## config.mk

```make
export PLATFORM = sky130hd
export DESIGN_NAME = keypad_encoder_sync
export DESIGN_NICKNAME = d
export VERILOG_FILES = /design/src/rtl/keypad_pkg.sv /design/src/rtl/keypad_debounce.sv /design/src/rtl/keypad_encoder_sync.sv
export SDC_FILE = /design/constraint.sdc
export NUM_CORES = 1
export LEC_CHECK = 0
export CAP_MARGIN = 40
export CORE_MARGIN = 8
export CORE_UTILIZATION = 40
export DETAILED_ROUTE_END_ITERATION = 12
export GPL_ROUTABILITY_DRIVEN = 0
export SLEW_MARGIN = 20
export SYNTH_ARGS = -nofsm -noshare
export SYNTH_HDL_FRONTEND = slang
export SYNTH_SLANG_ARGS = --single-unit
```

## constraint.sdc

```tcl
create_clock -name clk -period 4.4 [get_ports clk]
set_input_delay 1.1 -clock clk [delete_from_list [all_inputs] [get_ports clk]]
set_output_delay 1.1 -clock clk [all_outputs]
set_load 0.05 [all_outputs]
```

## src/rtl/keypad_pkg.sv

```systemverilog
// Shared definitions for the keypad encoder: FSM state encoding and the
// "no key" code helper.
package keypad_pkg;

   typedef enum logic [1:0] {
      ST_IDLE    = 2'd0,
      ST_PRESSED = 2'd1,
      ST_REPEAT  = 2'd2
   } kp_state_e;

   // All-ones code of the requested width (callers size-cast the result).
   function automatic logic [31:0] no_key(input int unsigned code_w);
      no_key = 32'hFFFF_FFFF >> (32 - code_w);
   endfunction

endpackage

```

## src/rtl/keypad_debounce.sv

```systemverilog
// Two-flop synchroniser followed by a whole-vector debouncer: the debounced
// vector only follows a synchronised value held for DEBOUNCE_CYCLES samples.
module keypad_debounce
   import keypad_pkg::*;
#(
   parameter int N_KEYS          = 10,
   parameter int DEBOUNCE_CYCLES = 4
) (
   input  logic              clk,
   input  logic              resetn,
   input  logic [N_KEYS-1:0] keypad_i,
   output logic [N_KEYS-1:0] debounced_o
);

   localparam int CNT_W = $clog2(DEBOUNCE_CYCLES + 1);
   localparam logic [CNT_W-1:0] CNT_LAST = CNT_W'(DEBOUNCE_CYCLES - 1);

   logic [N_KEYS-1:0] sync1_q;
   logic [N_KEYS-1:0] sync2_q;
   logic [N_KEYS-1:0] stable_q;
   logic [N_KEYS-1:0] stable_d;
   logic [N_KEYS-1:0] cand_q;
   logic [N_KEYS-1:0] cand_d;
   logic [CNT_W-1:0]  cnt_q;
   logic [CNT_W-1:0]  cnt_d;

   // Synchroniser, debounced vector and candidate counter registers.
   always_ff @(posedge clk) begin
      if (!resetn) begin
         sync1_q  <= '0;
         sync2_q  <= '0;
         stable_q <= '0;
         cand_q   <= '0;
         cnt_q    <= '0;
      end else begin
         sync1_q  <= keypad_i;
         sync2_q  <= sync1_q;
         stable_q <= stable_d;
         cand_q   <= cand_d;
         cnt_q    <= cnt_d;
      end
   end

   // cnt_q holds how many consecutive samples of cand_q have been seen so far.
   always_comb begin
      stable_d = stable_q;
      cand_d   = cand_q;
      cnt_d    = cnt_q;
      if (sync2_q == stable_q) begin
         cand_d = sync2_q;
         cnt_d  = '0;
      end else if (sync2_q != cand_q) begin
         cand_d = sync2_q;
         if (DEBOUNCE_CYCLES <= 1) begin
            stable_d = sync2_q;
            cnt_d    = '0;
         end else begin
            cnt_d = CNT_W'(1);
         end
      end else if (cnt_q == CNT_LAST) begin
         stable_d = sync2_q;
         cnt_d    = '0;
      end else begin
         cnt_d = cnt_q + CNT_W'(1);
      end
   end

   assign debounced_o = stable_q;

endmodule

```

## src/rtl/keypad_encoder_sync.sv

```systemverilog
// Debounced priority keypad encoder with key strobe and auto-repeat.
// All outputs are registered one edge after the debounced vector.
module keypad_encoder_sync
   import keypad_pkg::*;
#(
   parameter int N_KEYS          = 10,
   parameter int CODE_W          = 4,
   parameter int DEBOUNCE_CYCLES = 4,
   parameter int REPEAT_DELAY    = 20,
   parameter int REPEAT_RATE     = 8
) (
   input  logic              clk,
   input  logic              resetn,
   input  logic              enablen,
   input  logic [N_KEYS-1:0] keypad,
   output logic [CODE_W-1:0] D,
   output logic              valid,
   output logic              key_strobe,
   output logic              multi
);

   localparam logic [CODE_W-1:0] NO_KEY = CODE_W'(no_key(CODE_W));
   localparam int T_MAX = (REPEAT_DELAY > REPEAT_RATE) ? REPEAT_DELAY : REPEAT_RATE;
   localparam int TMR_W = $clog2(T_MAX + 1);
   localparam logic [TMR_W-1:0] DELAY_END = TMR_W'(REPEAT_DELAY - 1);
   localparam logic [TMR_W-1:0] RATE_END  = TMR_W'(REPEAT_RATE - 1);

   logic [N_KEYS-1:0] deb_s;
   logic [CODE_W-1:0] code_s;
   logic              any_s;
   logic              multi_s;
   logic [TMR_W-1:0]  timer_inc_s;

   kp_state_e         state_q;
   kp_state_e         state_d;
   logic [TMR_W-1:0]  timer_q;
   logic [TMR_W-1:0]  timer_d;
   logic [CODE_W-1:0] d_q;
   logic [CODE_W-1:0] d_d;
   logic              valid_q;
   logic              valid_d;
   logic              strobe_q;
   logic              strobe_d;
   logic              multi_q;
   logic              multi_d;

   keypad_debounce #(
      .N_KEYS          (N_KEYS),
      .DEBOUNCE_CYCLES (DEBOUNCE_CYCLES)
   ) u_debounce (
      .clk         (clk),
      .resetn      (resetn),
      .keypad_i    (keypad),
      .debounced_o (deb_s)
   );

   // Lowest set index wins; scanning downward leaves the lowest one last.
   always_comb begin
      code_s = NO_KEY;
      for (int i = N_KEYS - 1; i >= 0; i--) begin
         code_s = deb_s[i] ? CODE_W'(i) : code_s;
      end
   end

   assign any_s       = |deb_s;
   assign multi_s     = |(deb_s & (deb_s - N_KEYS'(1)));
   assign timer_inc_s = (timer_q == {TMR_W{1'b1}}) ? timer_q : timer_q + TMR_W'(1);

   // Strobe FSM and output next-state; d_q holds the code currently reported.
   always_comb begin
      state_d  = state_q;
      timer_d  = timer_q;
      d_d      = NO_KEY;
      valid_d  = 1'b0;
      strobe_d = 1'b0;
      multi_d  = 1'b0;
      if (enablen) begin
         state_d = ST_IDLE;
         timer_d = '0;
      end else begin
         d_d     = code_s;
         valid_d = any_s;
         multi_d = multi_s;
         case (state_q)
            ST_IDLE: begin
               if (any_s) begin
                  state_d  = ST_PRESSED;
                  strobe_d = 1'b1;
                  timer_d  = '0;
               end else begin
                  timer_d = '0;
               end
            end
            ST_PRESSED, ST_REPEAT: begin
               if (!any_s) begin
                  state_d = ST_IDLE;
                  timer_d = '0;
               end else if (code_s != d_q) begin
                  state_d  = ST_PRESSED;
                  strobe_d = 1'b1;
                  timer_d  = '0;
               end else if ((state_q == ST_PRESSED) && (REPEAT_DELAY != 0) &&
                            (timer_q == DELAY_END)) begin
                  state_d  = ST_REPEAT;
                  strobe_d = 1'b1;
                  timer_d  = '0;
               end else if ((state_q == ST_REPEAT) && (timer_q == RATE_END)) begin
                  strobe_d = 1'b1;
                  timer_d  = '0;
               end else begin
                  timer_d = timer_inc_s;
               end
            end
            default: begin
               state_d = ST_IDLE;
               timer_d = '0;
            end
         endcase
      end
   end

   // FSM, repeat timer and registered outputs.
   always_ff @(posedge clk) begin
      if (!resetn) begin
         state_q  <= ST_IDLE;
         timer_q  <= '0;
         d_q      <= NO_KEY;
         valid_q  <= 1'b0;
         strobe_q <= 1'b0;
         multi_q  <= 1'b0;
      end else begin
         state_q  <= state_d;
         timer_q  <= timer_d;
         d_q      <= d_d;
         valid_q  <= valid_d;
         strobe_q <= strobe_d;
         multi_q  <= multi_d;
      end
   end

   assign D          = d_q;
   assign valid      = valid_q;
   assign key_strobe = strobe_q;
   assign multi      = multi_q;

endmodule

```

---- Word level (Yosys, flattened, before mapping) ----
Index checks and enable logic that the tools add are counted.
storage, ports and cells
  output and inout port bits .............. 7
  bits of input ports ..................... 13
  flip-flop bits (word level) ............. 57
operators by class
  $add $sub $neg .......................... 3
  bitwise logic cells ..................... 6
  mux-type cells .......................... 25
  equality and inequality tests ........... 11
  reduce and logical (&&, ||, !) cells .... 13
operators with widths
  operator                 number
  $mux W4                  8
  $mux W10                 2
  $reduce_or A10 Y1        2
  $and A10 B10 Y10         1
  $eq A10 B10 Y1           1
  $eq A5 B5 Y1 const B     2
  $ne A10 B10 Y1           1
  $sub A10 B1 Y10 const B  1
  $mux W2                  4
  $mux W1                  7
  $reduce_or A7 Y1         1
  $mux W3                  2
  $reduce_or A2 Y1         3
  $add A5 B1 Y5 const B    1
  $eq A5 B3 Y1 const B     1
  $not A1 Y1               5
  $ne A4 B4 Y1             1
  $ne A4 B4 Y1 const B     1
  $pmux W2 S2              1
  $reduce_or A4 Y1         1
  $add A3 B1 Y3 const B    1
  $eq A3 B2 Y1 const B     1
  $reduce_and A3 Y1        1
  $eq A2 B1 Y1 const B     1
  7 further kinds          8

---- Longest topological paths before layout ----
  word-level depth ........................ 14
  mapped depth ............................ 8

---- Hierarchy ----
From an unflattened synthesis, not the netlist that was laid out.
second synthesis, totals
  cell total of the unflattened synthesis .. 252
  area, all modules ....................... 2462.4 um^2
modules (own cells, without submodules)
  module               times used  cells an instance  area each (um^2)  sequential area each (um^2)
  keypad_debounce      1           145                1525.2            860.8
  keypad_encoder_sync  1           107                937.1             280.3

---- Worst setup path after synthesis ----
OpenSTA, ideal clock, no wires.
  kind .................................... register to register
  start point ............................. register d_q[3], in the netlist D[3]
  end point ............................... register strobe_q, in the netlist key_strobe
  path buffers ............................ 0
  arrival time ............................ 1972 ps
  slack ................................... 2313 ps
  stages on the path, launching flop included .. 7
  cell sequence ........................... dfxtp_1 or3b_2 mux2i_1 a221oi_1 a2111oi_4 o21ai_1 o21a_1
on the way
  cells in the longest elaborated chain, start to end .. 4
ends and longest elaborated chain
  element                 line                        text
  start, declared         keypad_encoder_sync.sv:38   logic [CODE_W-1:0] d_q;
  start signal, assigned  keypad_encoder_sync.sv:127  d_q <= NO_KEY;
  start signal, assigned  keypad_encoder_sync.sv:134  d_q <= d_d;
  $ne A4 B4 Y1            keypad_encoder_sync.sv:98   end else if (code_s != d_q) begin
  $mux W1                 keypad_encoder_sync.sv:98
  $mux W1                 keypad_encoder_sync.sv:95   if (!any_s) begin
  $pmux W1 S2             keypad_encoder_sync.sv:84   case (state_q)
  end signal, assigned    keypad_encoder_sync.sv:136  strobe_q <= strobe_d;
  end, declared           keypad_encoder_sync.sv:42   logic strobe_q;
No other way between the ends.
A chain may end at the register's enable or synchronous reset.

---- Final worst setup path ----
  start point ............................. register d_q[1], in the netlist D[1]
  end point ............................... output port D[1]
RTL lines
  element        line                       text
  end, declared  keypad_encoder_sync.sv:16  output logic [CODE_W-1:0] D,
No word-level cell between the ends.

==> results_dict.tcl <==
set metrics [dict create \
    status "finished clean" \
    synthCells 251 \
    worst-endpoint-required_ns 3.30 \
    crit_path_start_kind "flip-flop" \
    num_rows 28 \
    root_buffer "clkbuf_8" \
    dieHeight_um 94.94 \
    drc 0 \
    ios 20 \
    path_max_fanout 3 \
    slowest_stage "clkdlybuf4s50_1" \
    power_density_nw_per_um2 360.3 \
    crit_family "buffers and inverters" \
    cts.sinks 57 \
    slew_headroom_pct 60.86 \
    hold_viol 0 \
    grt_antenna_before_repair 0 \
    grt_overflow 0 \
    yosys.area.top_type_share_pct 45.78 \
    wl_mm 4.239 \
    ys_seq_area_share_pct 45.78 \
    hold_path.class "reg2reg" \
    post_cts_resize_count 0 \
    grt_pass1_vias 1588 \
    synth_edf_count 0 \
    vias 1692 \
    post_cts_buffers 0 \
    grt_pass1_wl_mm 7.203 \
    syn_area_sq_um 2492 \
    setup-tns-final_ns 0 \
    syn_nets 272 \
    worstSetupEndpointType "primary output" \
    fin_area_sq_um 2937 \
    ys_ff_latch 57 \
    cts_buffers 9 \
    dp_hpwl_mm 2.971 \
    io_buffers 19 \
    grt_use_total_pct 10.55 \
    layout.cells.non_filler 352 \
    synth_compound_area_share_pct 8.484 \
    synth_xor_area_share_pct 8.082 \
    crit_arrival_ns 1.56 \
    avgSynthCellArea_sq_um 9.930 \
    fill_cells 579 \
    initial_core_util_pct 41.85 \
    cts-hold-fix-buffers 0 \
    dieArea_sq_um 9013 \
    synthAdderAreaFrac_pct 4.418 \
    die_w_um 94.94 \
    post-route-min-period_ns 2.665 \
    cap_viol_max_count 0 \
    synth_top_family_by_area "simple AND/OR/NAND/NOR gates" \
    area_delta_synth_final_pct 17.82 \
    yosysTopAreaCell "dfxtp_1" \
    drt_pass1_iterations 4 \
    ir_worst_vdd_mv 0.2121 \
    critical_path.cell_chain "clkdlybuf4s50_1" \
    worst_slew_pin_slew_ns 0.5871 \
    critPathKind "reg2out" \
    worst_path_largest_cell_delay_ns 0.83 \
    synth_area_leaders "dfxtp_1, and2_1, mux2i_1" \
    drv_slew 0 \
    viasPerCell 4.807 \
    cts-htree-levels 3 \
    postRouteAntennaNets 0 \
    clk_pin_slew_worst_paths_ns 0.07 \
    layout-drive-gt1-share_pct 9.386 \
    path_buf_inv 1 \
    clockBufferDepth 2 \
    synthArstFlopShare_pct 0 \
    power.total_w 0.001058 \
    p_leak_nw 1.144 \
    drtIter0Drc 58 \
    ys_warn_count 0 \
    synthSimpleGateAreaFrac_pct 24.75 \
    fin_crit_sh_pct 60.56 \
    insertion_delay_ns 0.34 \
    diodes 0 \
    ys.flop_type "dfxtp_1" \
    synth.distinct_cells 47 \
    cts_tree "yes" \
    setup-violations-final 0 \
    fmax_ghz 0.3753 \
    final_nets 293 \
    worst_clock_skew_ns 0.008029 \
    core-area_sq_um 5956 \
    rsz0062_at_grt "no" \
    grt_start_max_net_pins 44 \
    wl_per_cell_um 12.04 \
    placed_cells 336 \
    place_area_sq_um 2740 \
    synthMuxAreaShare_pct 5.673 \
]
==> layer usage <==
| layer | vias to the layer above | wire (um) | GRT usage, % |
|---|---|---|---|
| li1 | 895 | - | - |
| met1 | 760 | 2121 | 12.56 |
| met2 | 30 | 1779 | 15.30 |
| met3 | 7 | 236 | 4.524 |
| met4 | 0 | 102 | 6.632 |
| met5 | - | 0 | 0 |
==> worst paths after layout <==
path | cells past startpoint | end | start | slack [ns]
max | 1 | D[1] | D[1]$_SDFF_PP1_ | 1.74
min | 1 | u_debounce.sync2_q[1]$_SDFF_PN0_ | u_debounce.sync1_q[1]$_SDFF_PN0_ | 0.43
max reg2reg | 6 | timer_q[3]$_SDFFE_PP0P_ | u_debounce.debounced_o[1]$_SDFFE_PN0P_ | 2.30
min reg2reg | 1 | u_debounce.sync2_q[1]$_SDFF_PN0_ | u_debounce.sync1_q[1]$_SDFF_PN0_ | 0.43
==> state kept, by name (all words and copies together), names as in the netlist <==
name and flops:
multi 1, timer_q 5, u_debounce.cand_q 10, u_debounce.sync1_q 10, u_debounce.sync2_q 10, D 4
key_strobe 1, u_debounce.debounced_o 10, state_q 2, u_debounce.cnt_q 3, valid 1
==> cells in the final DEF (no fill, tap or decap), types with 4 or more instances in the layout <==
cell             Yosys  routed
mux2i_1             13      13
ha_1                 8       8
inv_1                7       7
nand2b_1             5       5
clkdlybuf4s50_1      0      19
nor2_1              18      18
a21oi_1              4       4
nand2_1              4       4
o21ai_0              6       6
xor2_1              11      11
clkbuf_8             0      10
nor2b_1             15      15
and3_1               4       4
and2_1              30      30
xnor2_1             12      12
dfxtp_1             57      57
==> cell usage after synthesis (3+ instances only) <==
cell      count
o21ai_0       6
mux2i_1      13
xnor2_1      12
nand4_1       3
nor4_1        3
nand3_1       3
o21a_1        3
a21oi_1       4
and3_1        4
nand3b_1      3
dfxtp_1      57
clkbuf_1      5
buf_2         5
inv_1         7
xor2_1       11
ha_1          8
nand2_1       4
nand2b_1      5
nor2b_1      15
and2_1       30
nor2_1       18
==> cells by family (layout without fill, tap and decap cells) <==
logic type	count (synthesis)	in the layout
mux	14	14
xor+xnor	23	23
flops	57	57
buf+inv	17	43
fa+ha+maj	9	9
compound gates	28	28
simple gates	103	103
==> through the flow <==
stage               hold slack, ns  setup WS (ns)  utilization [%]
global placement            0.4151          1.698            46.01
CTS                         0.4320          1.700            49.31
global route                0.4492          1.673            49.31
finish                      0.4315          1.735            49.31
detailed placement          0.4169          1.644            46.01
floorplan                   0.4119          2.313                -
==> layout make-up <==
cell class,instances,area [sq um],area share [%]
Inverter,7,26.28,0.8948
Multi-Input combinational cell,177,1281,43.63
Sequential cell,57,1141,38.86
Clock inverter,5,55.05,1.875
Tap cell,75,93.84,3.196
Timing Repair Buffer,20,197.7,6.732
Clock buffer,11,141.4,4.815
==> power by group <==
group	total [W]	switching, W	internal (W)
logic	0.0000422	0.0000162	0.0000260
registers	0.000536	0.00000746	0.000529
clock network	0.000480	0.000205	0.000275
total	0.00106	0.000229	0.000829
(Power assumes the default switching activity.)
